**config.mk**
```make
export PLATFORM = sky130hd
export DESIGN_NAME = fir_filter_tdm
export DESIGN_NICKNAME = d
export VERILOG_FILES = /design/src/rtl/fir_filter_tdm.sv
export SDC_FILE = /design/constraint.sdc
export NUM_CORES = 2
export LEC_CHECK = 0
export BUFFER_PORTS_ARGS = -buffer_cell sky130_fd_sc_hd__clkbuf_2
export CAP_MARGIN = 20
export CORE_MARGIN = 2
export CORE_UTILIZATION = 62
export DETAILED_ROUTE_END_ITERATION = 10
export PLACE_DENSITY = 0.83
export SLEW_MARGIN = 5
export SYNTH_ARGS = -nofsm -noshare
export SYNTH_HDL_FRONTEND = slang
export SYNTH_SLANG_ARGS = --single-unit
```
**constraint.sdc**
```tcl
create_clock -name clk -period 27.1 [get_ports clk]
set_clock_uncertainty 0.2 [all_clocks]
set_input_delay 1.355 -clock clk [delete_from_list [all_inputs] [get_ports clk]]
set_output_delay 1.355 -clock clk [all_outputs]
set_load 0.03 [all_outputs]
```
**src/rtl/fir_filter_tdm.sv**
```systemverilog
// fir_filter_tdm: time-multiplexed multi-channel FIR filter with a single
// multiply-accumulate unit and double-buffered (shadow/active) coefficients.
//
// Ports
//   clk          rising-edge clock
//   reset        asynchronous active-low reset
//   din          signed input sample, in_chan selects its channel
//   in_valid     input handshake (in_ready is high only while idle)
//   in_ready
//   dout         signed filtered sample, out_chan is its channel
//   out_valid    output handshake (out_ready from the consumer)
//   out_ready
//   coeff_update writes new_coeff into shadow tap coeff_sel
//   coeff_sel
//   new_coeff
//   coeff_commit copies the shadow bank into the active bank (deferred
//                to the end of the current sample when not idle)
//   busy         high while a sample is being computed or presented
module fir_filter_tdm #(
    parameter int DATA_W    = 16,
    parameter int COEFF_W   = 16,
    parameter int TAPS      = 41,
    parameter int CHANNELS  = 2,
    parameter int OUT_SHIFT = 15,
    localparam int CH_W     = (CHANNELS > 1) ? $clog2(CHANNELS) : 1,
    localparam int TAP_W    = $clog2(TAPS)
) (
    input  logic                      clk,
    input  logic                      reset,
    input  logic signed [DATA_W-1:0]  din,
    input  logic [CH_W-1:0]           in_chan,
    input  logic                      in_valid,
    output logic                      in_ready,
    output logic signed [DATA_W-1:0]  dout,
    output logic [CH_W-1:0]           out_chan,
    output logic                      out_valid,
    input  logic                      out_ready,
    input  logic                      coeff_update,
    input  logic [TAP_W-1:0]          coeff_sel,
    input  logic signed [COEFF_W-1:0] new_coeff,
    input  logic                      coeff_commit,
    output logic                      busy
);

    localparam int PROD_W = DATA_W + COEFF_W;
    // TAP_W guard bits: TAPS full-scale products cannot overflow the sum.
    localparam int ACC_W  = PROD_W + TAP_W;
    localparam int RND_SH = (OUT_SHIFT > 0) ? OUT_SHIFT - 1 : 0;
    localparam logic signed [ACC_W-1:0] RND_ADD =
        (OUT_SHIFT > 0) ? (ACC_W'(1) << RND_SH) : ACC_W'(0);
    localparam logic signed [DATA_W-1:0] DMAX = {1'b0, {(DATA_W-1){1'b1}}};
    localparam logic signed [DATA_W-1:0] DMIN = {1'b1, {(DATA_W-1){1'b0}}};

    typedef enum logic [1:0] {
        ST_IDLE = 2'd0,
        ST_MAC  = 2'd1,
        ST_OUT  = 2'd2
    } state_t;

    // Clamp a wide accumulator value into the signed output range.
    function automatic logic signed [DATA_W-1:0] sat_out(input logic signed [ACC_W-1:0] v);
        logic signed [ACC_W-1:0] smax;
        logic signed [ACC_W-1:0] smin;
        smax = {{(ACC_W-DATA_W+1){1'b0}}, {(DATA_W-1){1'b1}}};
        smin = {{(ACC_W-DATA_W+1){1'b1}}, {(DATA_W-1){1'b0}}};
        if (v > smax) begin
            sat_out = DMAX;
        end else if (v < smin) begin
            sat_out = DMIN;
        end else begin
            sat_out = v[DATA_W-1:0];
        end
    endfunction

    state_t                     state_r, state_nxt_s;
    logic signed [DATA_W-1:0]   dline_r [CHANNELS][TAPS];
    logic signed [COEFF_W-1:0]  shadow_r [TAPS];
    logic signed [COEFF_W-1:0]  shadow_nxt_s [TAPS];
    logic signed [COEFF_W-1:0]  active_r [TAPS];
    logic signed [ACC_W-1:0]    acc_r, acc_sum_s, rnd_s, shr_s;
    logic signed [PROD_W-1:0]   prod_s;
    logic [TAP_W-1:0]           k_r;
    logic [CH_W-1:0]            chan_r, out_chan_r;
    logic signed [DATA_W-1:0]   dout_r;
    logic                       in_ready_r, out_valid_r, busy_r, pending_r;
    logic                       chan_ok_s, sel_ok_s, start_s, out_xfer_s, last_tap_s, copy_s;

    assign in_ready  = in_ready_r;
    assign out_valid = out_valid_r;
    assign busy      = busy_r;
    assign dout      = dout_r;
    assign out_chan  = out_chan_r;

    assign chan_ok_s  = int'(in_chan) < CHANNELS;
    assign sel_ok_s   = int'(coeff_sel) < TAPS;
    // Transfers with an out-of-range channel are accepted but start nothing.
    assign start_s    = in_valid && in_ready_r && (state_r == ST_IDLE) && chan_ok_s;
    assign out_xfer_s = out_valid_r && out_ready;
    assign last_tap_s = (state_r == ST_MAC) && (k_r == TAP_W'(TAPS - 1));

    // Next-state logic for the IDLE -> MAC -> OUT sequence.
    always_comb begin
        state_nxt_s = state_r;
        case (state_r)
            ST_IDLE: begin
                if (start_s) state_nxt_s = ST_MAC;
                else         state_nxt_s = ST_IDLE;
            end
            ST_MAC: begin
                if (last_tap_s) state_nxt_s = ST_OUT;
                else            state_nxt_s = ST_MAC;
            end
            ST_OUT: begin
                if (out_xfer_s) state_nxt_s = ST_IDLE;
                else            state_nxt_s = ST_OUT;
            end
            default: state_nxt_s = ST_IDLE;
        endcase
    end

    // One tap per cycle; the final tap is folded into the rounded/saturated result.
    always_comb begin
        prod_s    = dline_r[chan_r][k_r] * active_r[k_r];
        acc_sum_s = acc_r + {{TAP_W{prod_s[PROD_W-1]}}, prod_s};
        rnd_s     = acc_sum_s + RND_ADD;
        shr_s     = rnd_s >>> OUT_SHIFT;
    end

    // Shadow bank next value, so a same-edge update is part of a commit copy.
    always_comb begin
        shadow_nxt_s = shadow_r;
        if (coeff_update && sel_ok_s) begin
            shadow_nxt_s[coeff_sel] = new_coeff;
        end else begin
            shadow_nxt_s = shadow_r;
        end
    end

    // Copy now when idle; otherwise only on the OUT -> IDLE edge.
    always_comb begin
        copy_s = 1'b0;
        if (state_r == ST_IDLE) begin
            copy_s = coeff_commit;
        end else if ((state_r == ST_OUT) && out_xfer_s) begin
            copy_s = coeff_commit || pending_r;
        end else begin
            copy_s = 1'b0;
        end
    end

    // FSM state, handshake flags and the MAC datapath.
    always_ff @(posedge clk or negedge reset) begin
        if (!reset) begin
            state_r     <= ST_IDLE;
            in_ready_r  <= 1'b0;
            out_valid_r <= 1'b0;
            busy_r      <= 1'b0;
            acc_r       <= '0;
            k_r         <= '0;
            chan_r      <= '0;
            dout_r      <= '0;
            out_chan_r  <= '0;
            for (int c = 0; c < CHANNELS; c++) begin
                for (int t = 0; t < TAPS; t++) begin
                    dline_r[c][t] <= '0;
                end
            end
        end else begin
            state_r     <= state_nxt_s;
            in_ready_r  <= (state_nxt_s == ST_IDLE);
            out_valid_r <= (state_nxt_s == ST_OUT);
            busy_r      <= (state_nxt_s != ST_IDLE);
            if (start_s) begin
                for (int c = 0; c < CHANNELS; c++) begin
                    if (CH_W'(c) == in_chan) begin
                        dline_r[c][0] <= din;
                        for (int t = 1; t < TAPS; t++) begin
                            dline_r[c][t] <= dline_r[c][t-1];
                        end
                    end
                end
                chan_r <= in_chan;
                acc_r  <= '0;
                k_r    <= '0;
            end
            if (state_r == ST_MAC) begin
                acc_r <= acc_sum_s;
                k_r   <= k_r + TAP_W'(1);
                if (last_tap_s) begin
                    dout_r     <= sat_out(shr_s);
                    out_chan_r <= chan_r;
                end
            end
        end
    end

    // Coefficient banks and the deferred-commit flag.
    always_ff @(posedge clk or negedge reset) begin
        if (!reset) begin
            pending_r <= 1'b0;
            for (int t = 0; t < TAPS; t++) begin
                shadow_r[t] <= '0;
                active_r[t] <= '0;
            end
        end else begin
            shadow_r <= shadow_nxt_s;
            if (copy_s) begin
                active_r  <= shadow_nxt_s;
                pending_r <= 1'b0;
            end else if (coeff_commit && (state_r != ST_IDLE)) begin
                pending_r <= 1'b1;
            end
        end
    end

endmodule
```
; ---- Yosys cells after proc, flatten, opt, wreduce, memory -nomap -nowiden
; Cells that the tools add are included.
[totals]
inputBits = 45
ff_bits = 2692
[classes]
n_lt_le_gt_ge = 7
add_sub_neg = 3
n_eq_ne = 4
bitwise = 4
n_reduce_logical = 18
mul = 1
n_mux = 27
[op_table]
columns = op, n
row1 = $mux 656, 4
row2 = $bwmux 656, 1
row3 = $bmux 16 s6, 2
row4 = $mux 16, 7
row5 = $demux 16 s6, 1
row6 = $mux 38, 2
row7 = $add 38x16->38 const B, 1
row8 = $add 38x38->38, 1
row9 = $mul 16x16->32, 1
row10 = $gt 23x16->1 const B, 1
row11 = $lt 23x16->1 const B, 1
row12 = $ge 7x7->1 const B, 2
row13 = $not 6->7, 2
row14 = $mux 6, 2
row15 = $logic_and 1x1->1, 8
row16 = $reduce_bool 2->1, 4
row17 = $lt 7x1->1 const B, 1
row18 = $add 6x1->6 const B, 1
row19 = $eq 6x6->1 const B, 1
row20 = $lt 6x6->1 const B, 1
row21 = $pmux 2 s3, 1
row22 = $reduce_and 2->1, 3
row23 = $mux 1, 5
row24 = $eq 2x2->1 const B, 2
row25 = other kinds (7), 9

; ---- Longest topological paths before layout
[depth]
ltp_word = 13
ltp_mapped = 53
mapped_depth_nobuf = 48

; ---- Least setup slack after synthesis
; Ideal clock, no wire load.
[synth_timing]
kind = register -> register
from = reg k_r[0]
to = reg dout_r[10] (netlist: dout[10])
required_time_ns = 26.820
setup_slack_ns = 14.829
arrival_ns = 11.992
setup_ns = 0.080
synth_period_minus_slack_ns = 12.271
path_stages_with_launch = 48
path_cell_list = dfrtp_1 -> clkbuf_1 -> buf_2 -> clkbuf_1 -> buf_1 -> buf_2 -> mux2i_1 -> o22ai_1 -> a211oi_1 -> o21ai_0 -> a32oi_1 -> clkbuf_1 -> nor2_1 -> fa_1 -> inv_1 -> fa_1 -> fa_1 -> fa_1 -> (+12 left out) -> a41oi_1 -> nand2_1 -> a21o_1 -> a21o_1 -> xor2_1 -> ha_1 -> a21o_1 -> a211oi_1 -> o2bb2ai_1 -> a21oi_1 -> xnor2_1 -> nor4_1 -> and2_4 -> mux2_2 -> o21ai_1 -> o22ai_4 -> buf_6 -> o22ai_2
[synth_via]
elab_chain_len = 10
[synth_rtl]
columns = element, line
row1 = start: declaration, 82  ; logic [TAP_W-1:0] k_r;
row2 = start signal: assignment, 188  ; k_r <= k_r + TAP_W'(1);
row3 = $not 6->7 (implied by the code), 123  ; prod_s = dline_r[chan_r][k_r] * active_r[k_r];
row4 = $bmux 16 s6, 123
row5 = $mux 16 (implied by the code) (2 in series), 123
row6 = $mul 16x16->32, 123
row7 = $add 38x38->38, 124  ; acc_sum_s = acc_r + {{TAP_W{prod_s[PROD_W-1]}}, prod_s};
row8 = $add 38x16->38, 125  ; rnd_s = acc_sum_s + RND_ADD;
row9 = $lt 23x16->1, 68  ; end else if (v < smin) begin
row10 = $mux 16, 68
row11 = $mux 16, 66  ; if (v > smax) begin
row12 = end signal: assignment, 190  ; dout_r <= sat_out(shr_s);
row13 = end: declaration, 84  ; logic signed [DATA_W-1:0] dout_r;
; Parallel ways exist; a longest one is shown, timed or not. The select of a mux whose other input is x is not followed.
; A chain may end at the register's enable or synchronous reset.

; ---- Final worst setup path
[layout_timing]
from = reg k_r[0]
to = reg dout_r[0] (netlist: dout[0])
; Same word-level chain as after synthesis.

==> results.ini <==
[placement]
hpwl_um = 169500
portBuffers = 64
gp_congestion = 0.8982

[clock_network]
cts_tree = built
path_clk_slew_ns = 0.06
cts_max_path_buffers = 4
cts_setup_buffers = 0
cts_sinks = 2692
cts_resized = 0
holdBufCountCts = 0
h-tree-depth = 5
numCtsBuffers = 290
clock_latency_ns = 0.97
cts_root_buffer = clkbuf_16

[drt]
avgRoutedWirePerCell_um = 24.84
vias = 71865
drt_iter0_markers = 5348
first_pass_iters = 6
drc_errors = 0
vias_per_cell = 6.322
ant_nets = 0
totalWireLength_um = 282300

[floorplanning]
start_util = 0.6227
die_area_um2 = 208900
io_pins = 65
die_h_um = 457.1
fp.coreArea_um2 = 204400
die_w_um = 457.1
num_rows = 166

[sta]
finalSetupViolCount = 0
slew_violations = 0
finalSetupTns_ns = 0
worst_pin_slew_ns = 1.187
finalHoldViolations = 0
period_needed_ns = 15.22
slew_headroom = 0.2080
fin_crit_sh = 0.5616
clock.fmax_ghz = 0.06571
grt_setup_unrepaired = false

[grt]
grt_util_all_layers = 0.2740
grt_pass1_wl_um = 450000
grt_pass1_vias = 77786
overflow = 0
grt_antenna_before_repair = 11
grt_start_max_net_pins = 186

[yosys]
synth_seq_cells = 2692
synth-edff-count = 0
synth_most_common_cell = dfrtp_1
syn_nets = 8939
synth_area_leaders = dfrtp_1 (53%), mux2_2 (23%), mux4_2 (9.0%)
synth_top_flop_cell = dfrtp_1
avgSynthCellArea_um2 = 14.96
yosys.area.top_type = dfrtp_1
seq_area_frac_synth = 0.5293
yosysUniqueCellTypes = 92
synth_top_area_frac = 0.5293
async_reset_ff_frac = 1.000
synth_warnings = 0
netlist_instances = 8508
netlist_area_um2 = 127300
ys_top_cells_by_count = dfrtp_1 (2692), mux2_2 (2631), mux4_2 (508), clkbuf_1 (455), inv_1 (335)

[critical_path]
setup.worst_path.start = k_r[0]$_DFFE_PN0P_
setup.worst_path.class = flip-flop to flip-flop
crit_end = dout[0]$_DFFE_PN0P_
r2r_cells = 43
cp-start-kind = flip-flop
crit_slowest_cell = dfrtp_4
timing.rr.end = dout[0]$_DFFE_PN0P_
r2r_setup_slack_ns = 11.88
crit_path_end_kind = flip-flop
crit_top_cell = fa_1
required_ns = 27.62
timing.rr.start = k_r[0]$_DFFE_PN0P_
slowest_delay_ns = 1.05
arrival_ns = 15.73
critPathMaxFanout = 88

[final_layout]
area_growth_pct = 10.11
drive_above_1_share = 0.4484
fin_nets = 8910

[run]
cap_violations = 0

[outcome]
status = complete, no violations

[hold_path]
hp-class = flip-flop to flip-flop

cell usage in the layout, fill, tap and decap left out, drive strengths merged, types with 24 or more instances in the layout:
| cell type | instances |
|---|---|
| dfrtp | 2692 |
| mux2 | 2631 |
| mux4 | 508 |
| clkbuf | 474 |
| inv | 341 |
| fa | 263 |
| nor2 | 246 |
| nand2 | 219 |
| buf | 167 |
| mux2i | 155 |
| o21ai | 150 |
| ha | 123 |
| a21oi | 109 |
| nand3 | 52 |
| xnor2 | 48 |
| o22ai | 47 |
| clkinv | 43 |
| a21o | 29 |
| xor2 | 25 |
| nor3 | 25 |
| bufinv | 24 |
| nand2b | 24 |
cells by family (layout without fill, tap and decap cells):
logic type / Yosys count / after routing / synth area share
AOI/OAI and AO/OA: 489 / 489 / 0.02522
xor gates and xnor gates: 74 / 74 / 0.005260
adders and majority gates: 386 / 386 / 0.05346
buffers and inverters: 887 / 1052 / 0.02676
DFF: 2692 / 2692 / 0.5293
muxes: 3294 / 3294 / 0.3349
other: 0 / 6 / 0
and+or+nand+nor: 686 / 686 / 0.02509
worst max-delay path, delay by kind of cell, from the launching register on:
kind / cells / cell delay, ns
flip-flops: 1 / 1.05
AND/OR/NAND/NOR: 9 / 1.87
buffers and inverters: 6 / 1.50
AO/OA/AOI/OAI: 15 / 4.93
multiplexers: 2 / 1.12
adder cells (fa/ha/maj): 8 / 3.55
XOR/XNOR: 3 / 0.47
metal layers:
| layer | global-route usage | share of wire |
|---|---|---|
| met3 | 0.04565 | 0.056 |
| met5 | 0 | 0 |
| met1 | 0.3871 | 0.43 |
| met4 | 0.09190 | 0.032 |
| met2 | 0.4384 | 0.48 |
through the flow:
| stage | std cells | util | area [um^2] | hold slack (ns) | setup WS [ns] |
|---|---|---|---|---|---|
| after global routing | 11366 | 0.6857 | 140100 | 0.2993 | 11.02 |
| after detailed placement | 10862 | 0.6376 | 130300 | 0.2779 | 12.27 |
| after CTS | 11348 | 0.6841 | 139800 | 0.2916 | 12.09 |
| after floorplan | 8508 | - | 127300 | 0.2563 | 14.83 |
| after global placement | 10856 | 0.6370 | 130200 | 0.2697 | 12.47 |
| final | 11367 | 0.6857 | 140100 | 0.2901 | 11.88 |
state kept, by name, indices dropped and copies added, names as in the netlist:
| signal | cells |
|---|---|
| out_chan | 1 |
| k_r | 6 |
| busy | 1 |
| state_r | 2 |
| dout | 16 |
| pending_r | 1 |
| out_valid | 1 |
| chan_r | 1 |
| acc_r | 38 |
| dline_r | 1312 |
| active_r | 656 |
| shadow_r | 656 |
| in_ready | 1 |
worst min path at each step:
stage	from	to	slack, ns	cells past startpoint
after CTS	shadow_r[98]$_DFF_PN0_	shadow_r[98]$_DFF_PN0_	0.29	1
after floorplan	acc_r[11]$_DFFE_PN0P_	acc_r[11]$_DFFE_PN0P_	0.26	2
after global routing	shadow_r[482]$_DFF_PN0_	shadow_r[482]$_DFF_PN0_	0.30	1
final	shadow_r[347]$_DFF_PN0_	shadow_r[347]$_DFF_PN0_	0.29	1
after global placement	acc_r[12]$_DFFE_PN0P_	acc_r[12]$_DFFE_PN0P_	0.27	2
after detailed placement	shadow_r[98]$_DFF_PN0_	shadow_r[98]$_DFF_PN0_	0.28	1
final cells by class:
type / instances / area (um^2)
clock buffer: 411 / 8449
fill: 12987 / 64240
clock inverter: 75 / 1044
inverter: 336 / 1266
timing repair buffer: 230 / 2004
tap: 2688 / 3363
sequential: 2692 / 67390
antenna: 6 / 15.01
multi-input combinational: 4929 / 56600
Power is left out: the tool's default activity adds up to more than one toggle a clock period on the data nets, which glitch-free logic cannot reach.
